$ cat src/rtl/freq_pkg.sv
// Shared types and constants for slow-signal frequency/period measurement.
// Latency: none (declarations only).
// Backpressure: not applicable.
package freq_pkg;

    // Measurement FSM: IDLE waits for a first rising edge, MEASURE times
    // the span between consecutive rising edges.
    typedef enum logic {
        IDLE    = 1'b0,
        MEASURE = 1'b1
    } meas_state_t;

    // Fewer than two flops leaves too little settling time for metastability.
    localparam int MIN_SYNC_STAGES = 2;

endpackage

$ cat src/rtl/sync_edge_detect.sv
// Synchronizes an asynchronous slow signal and flags its rising/falling edges.
// Latency: async_in reaches sync_out after SYNC_STAGES clocks; rise/fall are combinational from sync_out.
// Backpressure: none; edges are single-cycle strobes that are never held.
module sync_edge_detect
    import freq_pkg::*;
#(
    parameter int SYNC_STAGES = 2
) (
    input  logic in_clock,
    input  logic reset_n,
    input  logic async_in,
    output logic sync_out,
    output logic rise,
    output logic fall
);

    // A request below the safe minimum is quietly raised to the minimum.
    localparam int STAGES = (SYNC_STAGES < MIN_SYNC_STAGES) ? MIN_SYNC_STAGES : SYNC_STAGES;

    logic [STAGES-1:0] sync_q;
    logic [STAGES-1:0] sync_d;
    logic              s_dly_q;
    logic              s_dly_d;

    assign sync_out = sync_q[STAGES-1];

    // Shift the raw input into the chain and keep a one-cycle-old copy of the output stage.
    always_comb begin
        sync_d  = {sync_q[STAGES-2:0], async_in};
        s_dly_d = sync_q[STAGES-1];
    end

    // Synchronizer and delay registers; all cleared by reset so a held-high input yields a fresh rise.
    always_ff @(posedge in_clock or negedge reset_n) begin
        if (!reset_n) begin
            sync_q  <= '0;
            s_dly_q <= 1'b0;
        end else begin
            sync_q  <= sync_d;
            s_dly_q <= s_dly_d;
        end
    end

    // Edge strobes compare the synchronized level against its registered copy.
    always_comb begin
        rise = sync_out & ~s_dly_q;
        fall = ~sync_out & s_dly_q;
    end

endmodule

$ cat src/rtl/period_meter.sv
// Measures period and high time of a slow square wave in in_clock cycles.
// Latency: result valid 1 clock after the second synchronized rise (SYNC_STAGES + 1 after the raw edge).
// Backpressure: one-deep result register; a new result while valid && !ready is dropped and overrun sticks.
module period_meter
    import freq_pkg::*;
#(
    parameter int BITS        = 22,
    parameter int SYNC_STAGES = 2
) (
    input  logic            in_clock,
    input  logic            reset_n,
    input  logic            sig_in,
    input  logic            ready,
    output logic [BITS-1:0] period,
    output logic [BITS-1:0] high_time,
    output logic            valid,
    output logic            overrun,
    output logic            timeout
);

    localparam logic [BITS-1:0] CNT_MAX = {BITS{1'b1}};
    localparam logic [BITS-1:0] CNT_ONE = {{(BITS-1){1'b0}}, 1'b1};

    logic s_sync;
    logic s_rise;
    logic s_fall;

    meas_state_t     state_q,   state_d;
    logic [BITS-1:0] cnt_q,     cnt_d;
    logic [BITS-1:0] hcnt_q,    hcnt_d;
    logic            timeout_q, timeout_d;
    logic            publish;

    logic [BITS-1:0] period_q,  period_d;
    logic [BITS-1:0] high_q,    high_d;
    logic            valid_q,   valid_d;
    logic            overrun_q, overrun_d;

    sync_edge_detect #(
        .SYNC_STAGES (SYNC_STAGES)
    ) u_sync (
        .in_clock (in_clock),
        .reset_n  (reset_n),
        .async_in (sig_in),
        .sync_out (s_sync),
        .rise     (s_rise),
        .fall     (s_fall)
    );

    // Measurement FSM: counts cycles between rises and high cycles, publishes on rise, times out at all-ones.
    always_comb begin
        state_d   = state_q;
        cnt_d     = cnt_q;
        hcnt_d    = hcnt_q;
        timeout_d = timeout_q;
        publish   = 1'b0;
        case (state_q)
            IDLE: begin
                // Counters stay frozen until a first edge gives a reference point.
                if (s_rise) begin
                    state_d   = MEASURE;
                    cnt_d     = CNT_ONE;
                    hcnt_d    = CNT_ONE;
                    timeout_d = 1'b0;
                end
            end
            MEASURE: begin
                if (s_rise) begin
                    // The rise cycle itself counts as cycle 1 of the next period.
                    publish   = 1'b1;
                    cnt_d     = CNT_ONE;
                    hcnt_d    = CNT_ONE;
                    timeout_d = 1'b0;
                end else if (cnt_q == CNT_MAX) begin
                    // Period no longer representable: flag it and wait for a fresh pair of rises.
                    timeout_d = 1'b1;
                    state_d   = IDLE;
                end else begin
                    cnt_d = (cnt_q == CNT_MAX) ? cnt_q : cnt_q + CNT_ONE;
                    if (s_sync) begin
                        hcnt_d = (hcnt_q == CNT_MAX) ? hcnt_q : hcnt_q + CNT_ONE;
                    end
                end
            end
            default: begin
                state_d = IDLE;
            end
        endcase
    end

    // FSM and counter registers.
    always_ff @(posedge in_clock or negedge reset_n) begin
        if (!reset_n) begin
            state_q   <= IDLE;
            cnt_q     <= '0;
            hcnt_q    <= '0;
            timeout_q <= 1'b0;
        end else begin
            state_q   <= state_d;
            cnt_q     <= cnt_d;
            hcnt_q    <= hcnt_d;
            timeout_q <= timeout_d;
        end
    end

    // Result handshake: load when the slot is empty or being drained this cycle, otherwise drop and flag.
    always_comb begin
        period_d  = period_q;
        high_d    = high_q;
        valid_d   = valid_q;
        overrun_d = overrun_q;
        if (publish) begin
            if (!valid_q || ready) begin
                period_d = cnt_q;
                high_d   = hcnt_q;
                valid_d  = 1'b1;
            end else begin
                overrun_d = 1'b1;
            end
        end else if (valid_q && ready) begin
            valid_d = 1'b0;
        end
    end

    // Result registers; period/high_time keep their last value after being consumed.
    always_ff @(posedge in_clock or negedge reset_n) begin
        if (!reset_n) begin
            period_q  <= '0;
            high_q    <= '0;
            valid_q   <= 1'b0;
            overrun_q <= 1'b0;
        end else begin
            period_q  <= period_d;
            high_q    <= high_d;
            valid_q   <= valid_d;
            overrun_q <= overrun_d;
        end
    end

    // A level cannot rise and fall in the same cycle; a violation means the edge detector is broken.
    always_ff @(posedge in_clock) begin
        if (reset_n) begin
            assert (!(s_rise && s_fall));
        end
    end

    assign period    = period_q;
    assign high_time = high_q;
    assign valid     = valid_q;
    assign overrun   = overrun_q;
    assign timeout   = timeout_q;

endmodule

$ cat config.mk
export PLATFORM = sky130hd
export DESIGN_NAME = period_meter
export DESIGN_NICKNAME = d
export VERILOG_FILES = /design/src/rtl/freq_pkg.sv /design/src/rtl/sync_edge_detect.sv /design/src/rtl/period_meter.sv
export SDC_FILE = /design/constraint.sdc
export NUM_CORES = 1
export LEC_CHECK = 0
export ABC_AREA = 1
export BUFFER_PORTS_ARGS = -buffer_cell sky130_fd_sc_hd__clkbuf_2
export CAP_MARGIN = 10
export CORE_MARGIN = 2
export CORE_UTILIZATION = 35
export DETAILED_ROUTE_END_ITERATION = 8
export GPL_TIMING_DRIVEN = 0
export PLACE_DENSITY = 0.59
export SYNTH_ARGS = -nofsm -noshare
export SYNTH_HDL_FRONTEND = slang
export SYNTH_SLANG_ARGS = --single-unit
$ cat constraint.sdc
create_clock -name in_clock -period 1.6 [get_ports in_clock]
set_input_delay 0.24 -clock in_clock [delete_from_list [all_inputs] [get_ports in_clock]]
set_output_delay 0.24 -clock in_clock [all_outputs]
set_load 0.1 [all_outputs]
---- Word-level counts from Yosys, hierarchy flattened ----
Cells that the tools add are included.
operators by class
  add/sub/neg operators ................... 2
  reductions and logical operators ........ 10
  equal/unequal tests ..................... 8
  bitwise logic cells ..................... 4
  muxes and demuxes ....................... 21
operators with widths
  cell                                           number
  2-to-1 mux 22 bit                              7
  one-hot mux 22 bit (2 select lines)            2
  adder 22 x 1 -> 22 bit, second input constant  2
  equality test 22 bit, second input constant    2
  2-to-1 mux 1 bit                               10
  AND reduction 2 bit                            5
  != test 3 x 2 -> 1 bit, second input constant  2
  != test 3 bit, second input constant           2
  one-hot mux 1 bit (2 select lines)             2
  AND reduction 4 bit                            1
  inverter 1 bit                                 3
  != test 2 x 1 -> 1 bit, second input constant  1
  != test 2 bit, second input constant           1
  nonzero test 2 bit                             1
  bitwise AND 1 bit                              1
  logical AND 1 bit                              1
  logical NOT 1 bit                              1
  logical OR 1 bit                               1
word-level totals
  bits of input ports ..................... 4
  logic and storage cells ................. 55
  output and inout port bits .............. 47
  register bits after elaboration ......... 95

---- Depth between registers and ports, before layout ----
Gate-level depths: netlist (run 1).
  depth after elaboration ................. 6
  mapped depth ............................ 12

---- Cells and area by module ----
From an unflattened synthesis (run 1), not the netlist that was laid out.
unflattened totals
  cell total of the unflattened synthesis .. 607
  area total of the unflattened synthesis .. 4722.0 um^2
by module, submodules not included
  module            seq. area each (um^2)  instances  area an instance (um^2)  cells an instance
  period_meter      2302.2                 1          4631.9                   600
  sync_edge_detect  75.1                   1          90.1                     7

---- Worst setup path after synthesis (run 1) ----
No wires, ideal clock.
  path kind ............................... reg-to-reg
  start ................................... register valid_q, in the netlist valid
  end ..................................... register period_q[3], in the netlist period[3]
  data required time ...................... 1517 ps
  arrival ................................. 1849 ps
  path slack .............................. -332 ps
  clock period less this slack ............ 1932 ps
  stages on the path, launching flop included .. 7
  cells stage by stage .................... dfrtp_1 > nand2_1 > nand2_1 > buf_2 > clkbuf_1 > nand2_1 > o21ai_0
between the ends
  longest elaborated chain between the ends .. 3
RTL lines
  element                        line                 RTL
  start: declaration             period_meter.sv:36   logic valid_q, valid_d;
  start signal: assignment       period_meter.sv:135  valid_q <= valid_d;
  logical NOT 1 bit              period_meter.sv:113  if (!valid_q || ready) begin
  logical OR 1 bit               period_meter.sv:113
  AND reduction 2 bit (no line)  n/a
  end signal: assignment         period_meter.sv:133  period_q <= period_d;
  end: declaration               period_meter.sv:34   logic [BITS-1:0] period_q, period_d;
No other way between the ends.
A chain may end at the register's enable or synchronous reset.

---- Worst setup path in the final report (run 1) ----
  start ................................... register cnt_q[0]
  end ..................................... register hcnt_q[3]
between the ends
  longest elaborated chain between the ends .. 3
RTL lines
  element                        line                 RTL
  start: declaration             period_meter.sv:29   logic [BITS-1:0] cnt_q, cnt_d;
  start signal: assignment       period_meter.sv:100  cnt_q <= cnt_d;
  equality test 22 bit           period_meter.sv:74   end else if (cnt_q == CNT_MAX) begin
  != test 3 bit (no line)        n/a
  AND reduction 4 bit (no line)  n/a
  end signal: assignment         period_meter.sv:101  hcnt_q <= hcnt_d;
  end: declaration               period_meter.sv:30   logic [BITS-1:0] hcnt_q, hcnt_d;
No other way between the ends.

==> flow_metrics.env, run 1 <==
export IMPL_fin_skew_ps=13.8
export IMPL_ys_warn_count=0
export IMPL_num_fill_cells=1375
export IMPL_fin_crit_sh_pct=105
export IMPL_mappedNetlistArea_mm2=0.00487
export IMPL_slew_viol_final=0
export IMPL_maxCapViolCount=0
export IMPL_n_antenna_cell=0
export IMPL_fin_ws_ps=-78.6
export IMPL_timing_setup_tns_ps=-1430
export IMPL_grt_pass1_vias=4405
export IMPL_port_buffers=50
export IMPL_gp_congestion=0.916
export IMPL_critPathMaxFanout=10
export IMPL_hpwlAfterDp_um=9180
export IMPL_synth_enable_flop_cells=0
export IMPL_seq_area_frac_synth_pct=48.8
export IMPL_postSynthAreaPerCell_um2=7.84
export IMPL_hold_viol_final=0
export IMPL_synth_main_ff_cell="dfrtp_1"
export IMPL_insertion_delay_ps=360
export IMPL_grt_overflow_total=0
export IMPL_routed_wirelength_um=13200
export IMPL_drt_wirelength_per_cell_um=14.6
export IMPL_worst_pin_slew_ps=685
export IMPL_row_count=43
export IMPL_worstSetupPathType="flip-flop to flip-flop"
export IMPL_status="complete, but fails checks"
export IMPL_ant_nets=0
export IMPL_cp_required_ps=1890
export IMPL_p_per_area_mw_per_mm2=1060
export IMPL_power_leakage_nw=3.03
export IMPL_cts_max_level=3
export IMPL_die_width_um=122
export IMPL_drive_gt1_share_pct=29.7
export IMPL_critical_path_arrival_ps=1970
export IMPL_netlist_instances=622
export IMPL_min_path_cells=4
export IMPL_cts_sinks=95
export IMPL_holdWs_ps=219
export IMPL_antenna_found_initial=0
export IMPL_cts_made_buffers=9
export IMPL_synthesis_nets=628
export IMPL_place_ws_ps=-528
export IMPL_violations="setup timing"
export IMPL_coreArea_mm2=0.0137
export IMPL_tritoncts="done"
export IMPL_grt_pass1_wl_um=21600
export IMPL_synth_area_leaders="dfrtp_1 49%, nand2_1 15%, nor2_1 5.9%"
export IMPL_start_util_pct=35.5
export IMPL_synth_async_sr_flop_share_pct=100
export IMPL_rr_worst_depth=12
export IMPL_first_iter_violations=250
export IMPL_regArea_mm2=0.00239
export IMPL_cts_max_path_buffers=2
export IMPL_max_freq_mhz=596
export IMPL_io_pins=51
export IMPL_synth_top_area_share_pct=48.8
export IMPL_dr_total_vias=4465
export IMPL_startpoint_type="flip-flop"
export IMPL_vdd_drop_max_v=0.000923
export IMPL_multi_input_area_mm2=0.00240
export IMPL_area_delta_synth_final_pct=30.3
export IMPL_clock_root_buffer="clkbuf_16"
export IMPL_hold_class="primary input to flip-flop"
export IMPL_ys_types=31
export IMPL_clkTransAtPathRegs_ps=70
export IMPL_period_minus_slack_ps=1680
export IMPL_setup_viol=29
export IMPL_synth_area_leader_cell="dfrtp_1"
export IMPL_via_per_inst=4.94
export IMPL_drc=0
export IMPL_ys_ff_latch=95
export IMPL_nNetsFinal=725
export IMPL_max_slew_margin_pct=54.3
export IMPL_die_h_um=122
export IMPL_grt_max_degree=50
export IMPL_grt_use_total_pct=18.8
export IMPL_drt_pass1_iterations=4
export IMPL_rsz0062_at_grt="true"
export IMPL_end_kind="flip-flop"
export IMPL_die_area_mm2=0.0149
## logic make-up after synthesis
kind of cell / share of synthesized area, %
buf+inv: 6.39
flops: 48.8
compound gates: 7.29
mux: 2.77
fa+ha+maj: 0.513
xor+xnor: 1.62
simple gates: 32.6
## routing by layer
layer / global-route usage [%] / wire (µm)
met4: 6.97 / 286
met2: 32.1 / 6740
met1: 22.7 / 5620
met5: 0 / 0
met3: 5.10 / 593
## cell usage after synthesis, types with 3 or more instances
| cell | n |
|---|---|
| nand2_1 | 190 |
| nand4_1 | 15 |
| clkbuf_1 | 7 |
| inv_2 | 6 |
| o21ai_1 | 18 |
| nor2_1 | 77 |
| mux2_2 | 12 |
| nor2_4 | 4 |
| inv_1 | 48 |
| o21ai_0 | 43 |
| nand2_2 | 24 |
| buf_6 | 3 |
| buf_2 | 6 |
| nor3_1 | 6 |
| nor2_2 | 4 |
| dfrtp_1 | 95 |
| a21oi_1 | 7 |
| nand3_1 | 33 |
| xor2_1 | 9 |
## through the flow
step,total power [mW],util [%],instance area [µm²],instances
floorplan,3.93,-,4900,622
CTS,6.72,44.3,6080,895
global route,7.01,46.3,6350,904
global placement,4.24,39.2,5370,852
finish,6.71,46.3,6350,904
detailed placement,4.28,39.4,5400,853
## cell type report
type	instances	area share, %
multi-input cells	454	37.8
flip-flops and latches	95	37.6
repair buffers	86	9.54
clock buffers	11	3.98
well taps	180	3.55
inverters	54	3.31
plain buffers	19	3.21
clock inverters	5	1.00
## repair_timing
action | 4_1_cts | 5_1_grt
gates resized for setup | 49 | 55
endpoints found under the setup margin | 88 | 73
setup buffers | 23 | 8
hold buffers | 2 | 0
gates cloned | 1 | 2
hold endpoints to repair | 47 | 0
pin swaps | 10 | 10
## where the power goes
| part | switching [mW] | total (mW) | internal (mW) |
|---|---|---|---|
| clock network | 0.977 | 2.29 | 1.31 |
| registers | 0.157 | 2.74 | 2.59 |
| logic | 1.26 | 1.67 | 0.410 |
| total | 2.40 | 6.71 | 4.31 |
## critical path, cell delays in order, from the launching register on
cell	delay [ps]
dfrtp_2	430
ha_4	170
nand2_4	90
nor2_8	40
nand2_4	80
nor2_4	50
nand3_2	70
nand2_4	70
buf_8	130
nor2_4	180
buf_8	190
nand2_2	50
nand2_1	60
## path summary, 6_finish.rpt
path	start	end	slack, ps
worst max register to register	cnt_q[0]$_DFFE_PN0P_	hcnt_q[3]$_DFFE_PN0P_	-80
worst max-delay path	cnt_q[0]$_DFFE_PN0P_	hcnt_q[3]$_DFFE_PN0P_	-80
max in group asynchronous	reset_n	high_time[11]$_DFFE_PN0P_	430
worst min register to register	u_sync.sync_q[0]$_DFF_PN0_	u_sync.sync_q[1]$_DFF_PN0_	360
min in group asynchronous	reset_n	period[11]$_DFFE_PN0P_	480
worst min-delay path	ready	valid$_DFFE_PN0P_	220
## sequential cells by signal, summed over array words and instances (netlist names)
name,flops
cnt_q,22
hcnt_q,22
high_time,22
period,22
u_sync.sync_q,2
overrun,1
state_q,1
timeout,1
u_sync.s_dly_q,1
valid,1
## cell usage in the layout, fill, tap and decap left out, drive strengths merged
| cell type | Yosys | layout |
|---|---|---|
| clkinv | 0 | 2 |
| mux2 | 12 | 12 |
| o21ai | 61 | 61 |
| xor2 | 9 | 9 |
| buf | 12 | 45 |
| inv | 54 | 56 |
| o21bai | 1 | 1 |
| dlygate4sd3 | 0 | 2 |
| ha | 2 | 2 |
| nand2 | 215 | 215 |
| dfrtp | 95 | 95 |
| nor3b | 2 | 2 |
| and3 | 1 | 1 |
| o21a | 1 | 1 |
| nor2 | 86 | 86 |
| nand3 | 34 | 34 |
| nand3b | 1 | 1 |
| clkbuf | 7 | 69 |
| bufinv | 0 | 1 |
| nor3 | 7 | 7 |
| nand4 | 15 | 15 |
| a21oi | 7 | 7 |
Note: power is estimated with default switching activity, not from simulation.
==> run 2: changes to the inputs <==
- SYNTH_HIERARCHICAL: unset -> 1
==> run 2 against run 1 <==
  * The run still ends with setup timing left
  * Combinational power fell by 13%
  * Clock power fell by 7%
  * Synthesized cell count down 2.7%
  * Utilization about the same
  * Maximum frequency is 0.46% lower
  * Clock skew decreased by 4.4 ps
  * Cell count down 2.4%
  * Critical endpoint is now cnt_q[11]$_DFFE_PN0P_
  * Largest power group unchanged
==> flow_metrics.env, run 2 <==
export IMPL_critPathMaxFanout=7
export IMPL_cts_max_level=3
export IMPL_hold_viol_final=0
export IMPL_cts_made_buffers=9
export IMPL_maxCapViolCount=0
export IMPL_max_slew_margin_pct=55.8
export IMPL_antenna_found_initial=0
export IMPL_ys_warn_count=6
export IMPL_violations="setup timing"
export IMPL_rsz0062_at_grt="true"
export IMPL_period_minus_slack_ps=1690
export IMPL_p_per_area_mw_per_mm2=1030
export IMPL_final_cell_mix="172 x nand2_1, 93 x dfrtp_1, 61 x o21ai_0, 58 x inv_1, 58 x nor2_1"
export IMPL_via_per_inst=4.97
export IMPL_mappedNetlistArea_mm2=0.00471
export IMPL_vdd_drop_max_v=0.000487
export IMPL_worstSetupPathType="flip-flop to flip-flop"
export IMPL_ant_nets=0
export IMPL_area_delta_synth_final_pct=29.4
export IMPL_layoutNonFillerInstCount=882
export IMPL_finalPower_mw=6.30
export IMPL_critical_path_arrival_ps=1930
export IMPL_routed_wirelength_um=12700
export IMPL_place_area_mm2=0.00527
export IMPL_insertion_delay_ps=350
export IMPL_die_area_mm2=0.0144
export IMPL_min_delay_worst_endpoint="valid$_DFFE_PN0P_"
export IMPL_min_path_cells=4
export IMPL_drive_gt1_share_pct=25.8
export IMPL_startpoint_type="flip-flop"
export IMPL_dp_cells=832
export IMPL_path_cells="ha_4 > nand2_4 > nor2_4 > nand2_4 > nor2_4 > nand3_2 > nand2_4 > buf_8 > inv_8 > buf_12 > nand3_2 > nand2_1"
export IMPL_status="complete, but fails checks"
export IMPL_fin_ws_ps=-86.4
export IMPL_grt_pass1_vias=4129
export IMPL_slew_viol_final=0
export IMPL_grt_use_total_pct=18.1
export IMPL_die_h_um=120
export IMPL_netlist_instances=605
export IMPL_cp_required_ps=1840
export IMPL_postSynthAreaPerCell_um2=7.79
export IMPL_clock_root_buffer="clkbuf_16"
export IMPL_grt_overflow_total=0
export IMPL_grt_max_degree=52
export IMPL_crit_path_max_incr_delay_ps=400
export IMPL_clkTransAtPathRegs_ps=60
export IMPL_holdWs_ps=251
export IMPL_power_leakage_nw=2.77
export IMPL_rr_worst_depth=12
export IMPL_nNetsFinal=707
export IMPL_io_pins=51
export IMPL_max_freq_mhz=593
export IMPL_hold_class="primary input to flip-flop"
export IMPL_port_buffers=50
export IMPL_coreArea_mm2=0.0132
export IMPL_drt_pass1_iterations=5
export IMPL_worst_pin_slew_ps=663
export IMPL_row_count=42
export IMPL_synthesis_nets=611
export IMPL_hpwlAfterDp_um=8630
export IMPL_fin_crit_sh_pct=105
export IMPL_tritoncts="done"
export IMPL_first_iter_violations=284
export IMPL_place_ws_ps=-371
export IMPL_drc=0
export IMPL_drt_wirelength_per_cell_um=14.4
export IMPL_setup_viol=38
export IMPL_worstReg2RegEnd="cnt_q[11]$_DFFE_PN0P_"
export IMPL_grt_pass1_wl_um=20500
export IMPL_crit_slowest_cell="dfrtp_1"
export IMPL_end_kind="flip-flop"
export IMPL_final_common_cell="nand2_1"
export IMPL_gp_congestion=0.944
export IMPL_reg2reg_setup_slack_ps=-90
export IMPL_num_fill_cells=1305
export IMPL_start_util_pct=35.7
export IMPL_cts_max_path_buffers=2
export IMPL_dr_total_vias=4386
export IMPL_fin_skew_ps=9.42
export IMPL_n_antenna_cell=0
export IMPL_die_width_um=120
export IMPL_hold_start="ready"
export IMPL_reg2reg_from="cnt_q[1]$_DFFE_PN0P_"
export IMPL_path_common_cell="nand2_4"
export IMPL_fin_area_mm2=0.00610
export IMPL_cts_sinks=95
[run 2: final cells by class]
cell class / instances / area [µm²] / share of cell area (%)
clock inverter: 6 / 61.3 / 1.01
timing repair buffer: 85 / 588 / 9.64
inverter: 60 / 233 / 3.82
buffer: 20 / 158 / 2.58
sequential: 95 / 2380 / 39.1
multi-input combinational: 430 / 2230 / 36.5
tap: 176 / 220 / 3.61
clock buffer: 10 / 229 / 3.75
[run 2: worst max-delay path, delay by kind of cell (launching register included)]
family / cells / cell delay (ps)
adder cells (fa/ha/maj): 1 / 170
buffers and inverters: 3 / 320
AND/OR/NAND/NOR: 8 / 690
flip-flops: 1 / 400
[run 2: report_power, final]
| group | internal [mW] | switching (mW) |
|---|---|---|
| combinational | 0.335 | 1.11 |
| sequential | 2.57 | 0.139 |
| clock | 1.21 | 0.937 |
| total | 4.11 | 2.19 |
[run 2: per-stage QoR]
stage	TNS (ps)	utilization (%)
2_1_floorplan	-350	-
3_3_place_gp	-110530	39.7
3_5_place_dp	-19470	40.0
4_1_cts	-2220	44.9
5_1_grt	-5450	46.2
6_report	-1560	46.2
[run 2: how the worst max path moves through the flow]
| stage | start | end | slack, ps |
|---|---|---|---|
| 2_1_floorplan | cnt_q[1]$_DFFE_PN0P_ | cnt_q[11]$_DFFE_PN0P_ | -70 |
| 3_3_place_gp | reset_n | valid$_DFFE_PN0P_ | -1330 |
| 3_5_place_dp | u_sync/sync_q[1]$_DFF_PN0_ | cnt_q[14]$_DFFE_PN0P_ | -370 |
| 4_1_cts | cnt_q[1]$_DFFE_PN0P_ | cnt_q[11]$_DFFE_PN0P_ | -110 |
| 5_1_grt | hcnt_q[0]$_DFFE_PN0P_ | hcnt_q[7]$_DFFE_PN0P_ | -210 |
| 6_report | cnt_q[1]$_DFFE_PN0P_ | cnt_q[11]$_DFFE_PN0P_ | -90 |
[run 2: metal layers]
metal	global-route usage, %	share of wire [%]	routed length (µm)	vias to the layer above
met5	0	0	0	-
met4	7.79	2.5	315	0
met3	4.04	4.9	630	26
met2	28.4	47	6020	132
met1	23.9	45	5770	2086
li1	-	-	-	2142
[run 2: what timing repair did]
| action | 4_1_cts | 5_1_grt |
|---|---|---|
| endpoints found under the hold margin | 45 | 0 |
| cloned | 4 | 0 |
| resized for setup | 49 | 38 |
| hold buffers | 2 | 0 |
| buffers inserted | 20 | 8 |
| setup endpoints to repair | 88 | 79 |
| pin swaps | 11 | 5 |
==> run 3: changes to the inputs <==
- CORE_ASPECT_RATIO: unset -> 0.7
==> run 3 against run 2 <==
  * Wire length is 3.5% higher
  * Combinational power up 9%
  * The run still ends with setup timing left
  * Largest power group unchanged
  * Largest cell class unchanged
  * Critical path depth decreased by 1
  * Total power up 3.6%
  * First-iteration DRC count decreased by 13%
==> flow_metrics.env, run 3 (same netlist as run 2, synthesis figures left out) <==
export IMPL_drive_gt1_share_pct=29.7
export IMPL_dp_cells=822
export IMPL_layoutNonFillerInstCount=881
export IMPL_power_leakage_nw=2.84
export IMPL_place_area_mm2=0.00526
export IMPL_end_kind="flip-flop"
export IMPL_cts_max_path_buffers=2
export IMPL_period_minus_slack_ps=1710
export IMPL_routed_wirelength_um=13200
export IMPL_vdd_drop_max_v=0.000677
export IMPL_antenna_found_initial=0
export IMPL_fin_area_mm2=0.00626
export IMPL_start_util_pct=35.9
export IMPL_worstSetupPathType="flip-flop to flip-flop"
export IMPL_max_freq_mhz=585
export IMPL_grt_overflow_total=0
export IMPL_worst_pin_slew_ps=647
export IMPL_n_antenna_cell=0
export IMPL_setup_viol=40
export IMPL_cp_required_ps=1840
export IMPL_reg2reg_from="cnt_q[4]$_DFFE_PN0P_"
export IMPL_critPathMaxFanout=5
export IMPL_seq_power_share_pct=41.8
export IMPL_port_buffers=50
export IMPL_finalPower_mw=6.53
export IMPL_crit_slowest_cell="dfrtp_1"
export IMPL_crit_path_max_incr_delay_ps=410
export IMPL_ant_nets=0
export IMPL_die_width_um=143
export IMPL_max_slew_margin_pct=56.8
export IMPL_via_per_inst=5.03
export IMPL_nNetsFinal=716
export IMPL_tritoncts="done"
export IMPL_maxCapViolCount=0
export IMPL_dr_total_vias=4435
export IMPL_clockPowerShare_pct=34.0
export IMPL_die_h_um=101
export IMPL_holdWs_ps=278
export IMPL_switchingPower_mw=2.30
export IMPL_final_common_cell="nand2_1"
export IMPL_hpwlAfterDp_um=8860
export IMPL_hold_class="primary input to flip-flop"
export IMPL_slew_viol_final=0
export IMPL_first_iter_violations=247
export IMPL_rsz0062_at_grt="true"
export IMPL_grt_pass1_wl_um=21500
export IMPL_fin_crit_sh_pct=107
export IMPL_drc=0
export IMPL_crit_family="simple AND/OR/NAND/NOR gates"
export IMPL_path_cells="nand2_1 > nor2_4 > nand2_4 > nor2_4 > nand3_4 > nand2_4 > buf_8 > inv_8 > buf_12 > nand3_2 > nand2_1"
export IMPL_io_pins=51
export IMPL_drt_wirelength_per_cell_um=15.0
export IMPL_fin_ws_ps=-110
export IMPL_coreArea_mm2=0.0131
export IMPL_grt_pass1_vias=4217
export IMPL_p_sw_share_pct=35.2
export IMPL_timing_setup_tns_ps=-2160
export IMPL_die_area_mm2=0.0144
export IMPL_num_fill_cells=1249
export IMPL_grt_max_degree=53
export IMPL_gp_congestion=0.921
export IMPL_drt_pass1_iterations=5
export IMPL_grt_use_total_pct=19.1
export IMPL_critical_path_buf_inv_count=3
export IMPL_fin_skew_ps=4.48
export IMPL_utilization_pct=47.7
export IMPL_place_ws_ps=-446
export IMPL_cts_sinks=95
export IMPL_violations="setup timing"
export IMPL_area_delta_synth_final_pct=32.8
export IMPL_crit_start="cnt_q[4]$_DFFE_PN0P_"
export IMPL_cts_max_level=3
export IMPL_clock_root_buffer="clkbuf_16"
export IMPL_final_cell_mix="165 x nand2_1, 88 x dfrtp_1, 59 x o21ai_0, 58 x inv_1, 55 x nor2_1"
export IMPL_hold_start="ready"
export IMPL_p_per_area_mw_per_mm2=1040
export IMPL_clkTransAtPathRegs_ps=70
export IMPL_internal_power_mw=4.24
export IMPL_startpoint_type="flip-flop"
export IMPL_insertion_delay_ps=350
export IMPL_row_count=35
export IMPL_combPwrFrac_pct=24.2
export IMPL_status="complete, but fails checks"
export IMPL_cts_made_buffers=9
export IMPL_hold_viol_final=0
export IMPL_critical_path_arrival_ps=1950
==> run 3: changes by cell type in the layout (fill, tap and decap cells not counted), sizes merged <==
cell    previous run  this run
inv               60        61
clkbuf            68        67
buf               45        55
clkinv             4         3
==> run 3: layout make-up <==
| class | count | area [µm²] | share of cell area, % |
|---|---|---|---|
| Sequential cell | 95 | 2390 | 38.1 |
| Tap cell | 166 | 208 | 3.32 |
| Clock inverter | 6 | 68.8 | 1.10 |
| Multi-Input combinational cell | 430 | 2290 | 36.6 |
| Buffer | 19 | 151 | 2.42 |
| Clock buffer | 10 | 239 | 3.82 |
| Timing Repair Buffer | 95 | 681 | 10.9 |
| Inverter | 60 | 233 | 3.72 |
==> run 3: power by group through the flow <==
stage                     Sequential, mW  Clock [mW]  Combinational (mW)
after CTS                           2.72        2.28                1.49
after global placement              2.75           0                1.30
after global routing                2.76        2.38                1.70
after floorplan                     3.36           0               0.395
after detailed placement            2.77           0                1.32
final                               2.73        2.22                1.58
==> run 3: path summary, 6_finish.rpt <==
check	endpoint	slack, ps	depth (start not counted)
setup / recovery	cnt_q[9]$_DFFE_PN0P_	-110	11
max in group asynchronous	hcnt_q[10]$_DFFE_PN0P_	450	3
min in group asynchronous	period[18]$_DFFE_PN0P_	480	2
hold / removal	valid$_DFFE_PN0P_	280	4
setup reg to reg	cnt_q[9]$_DFFE_PN0P_	-110	11
hold reg to reg	u_sync/sync_q[1]$_DFF_PN0_	360	0
==> run 3: worst register-to-register path, delay by kind of cell (launching register included) <==
family	cells	cell delay [ps]
buffers and inverters	3	310
DFF	1	410
and+or+nand+nor	8	870
==> run 3: per-layer routing <==
layer  part of all wire [%]  vias up  track usage, %
met5                      0        -               0
li1                       -     2154               -
met1                     50     2141            28.3
met3                    5.1       17            4.18
met4                    1.6        0            6.09
met2                     43      123            28.1
==> run 3: what timing repair did <==
action | in CTS | in global routing
hold endpoints to repair | 44 | 0
hold buffers | 2 | 0
gates resized for setup | 58 | 67
setup endpoints to repair | 89 | 87
gates cloned | 3 | 0
buffers inserted | 25 | 16
pin swaps | 14 | 13
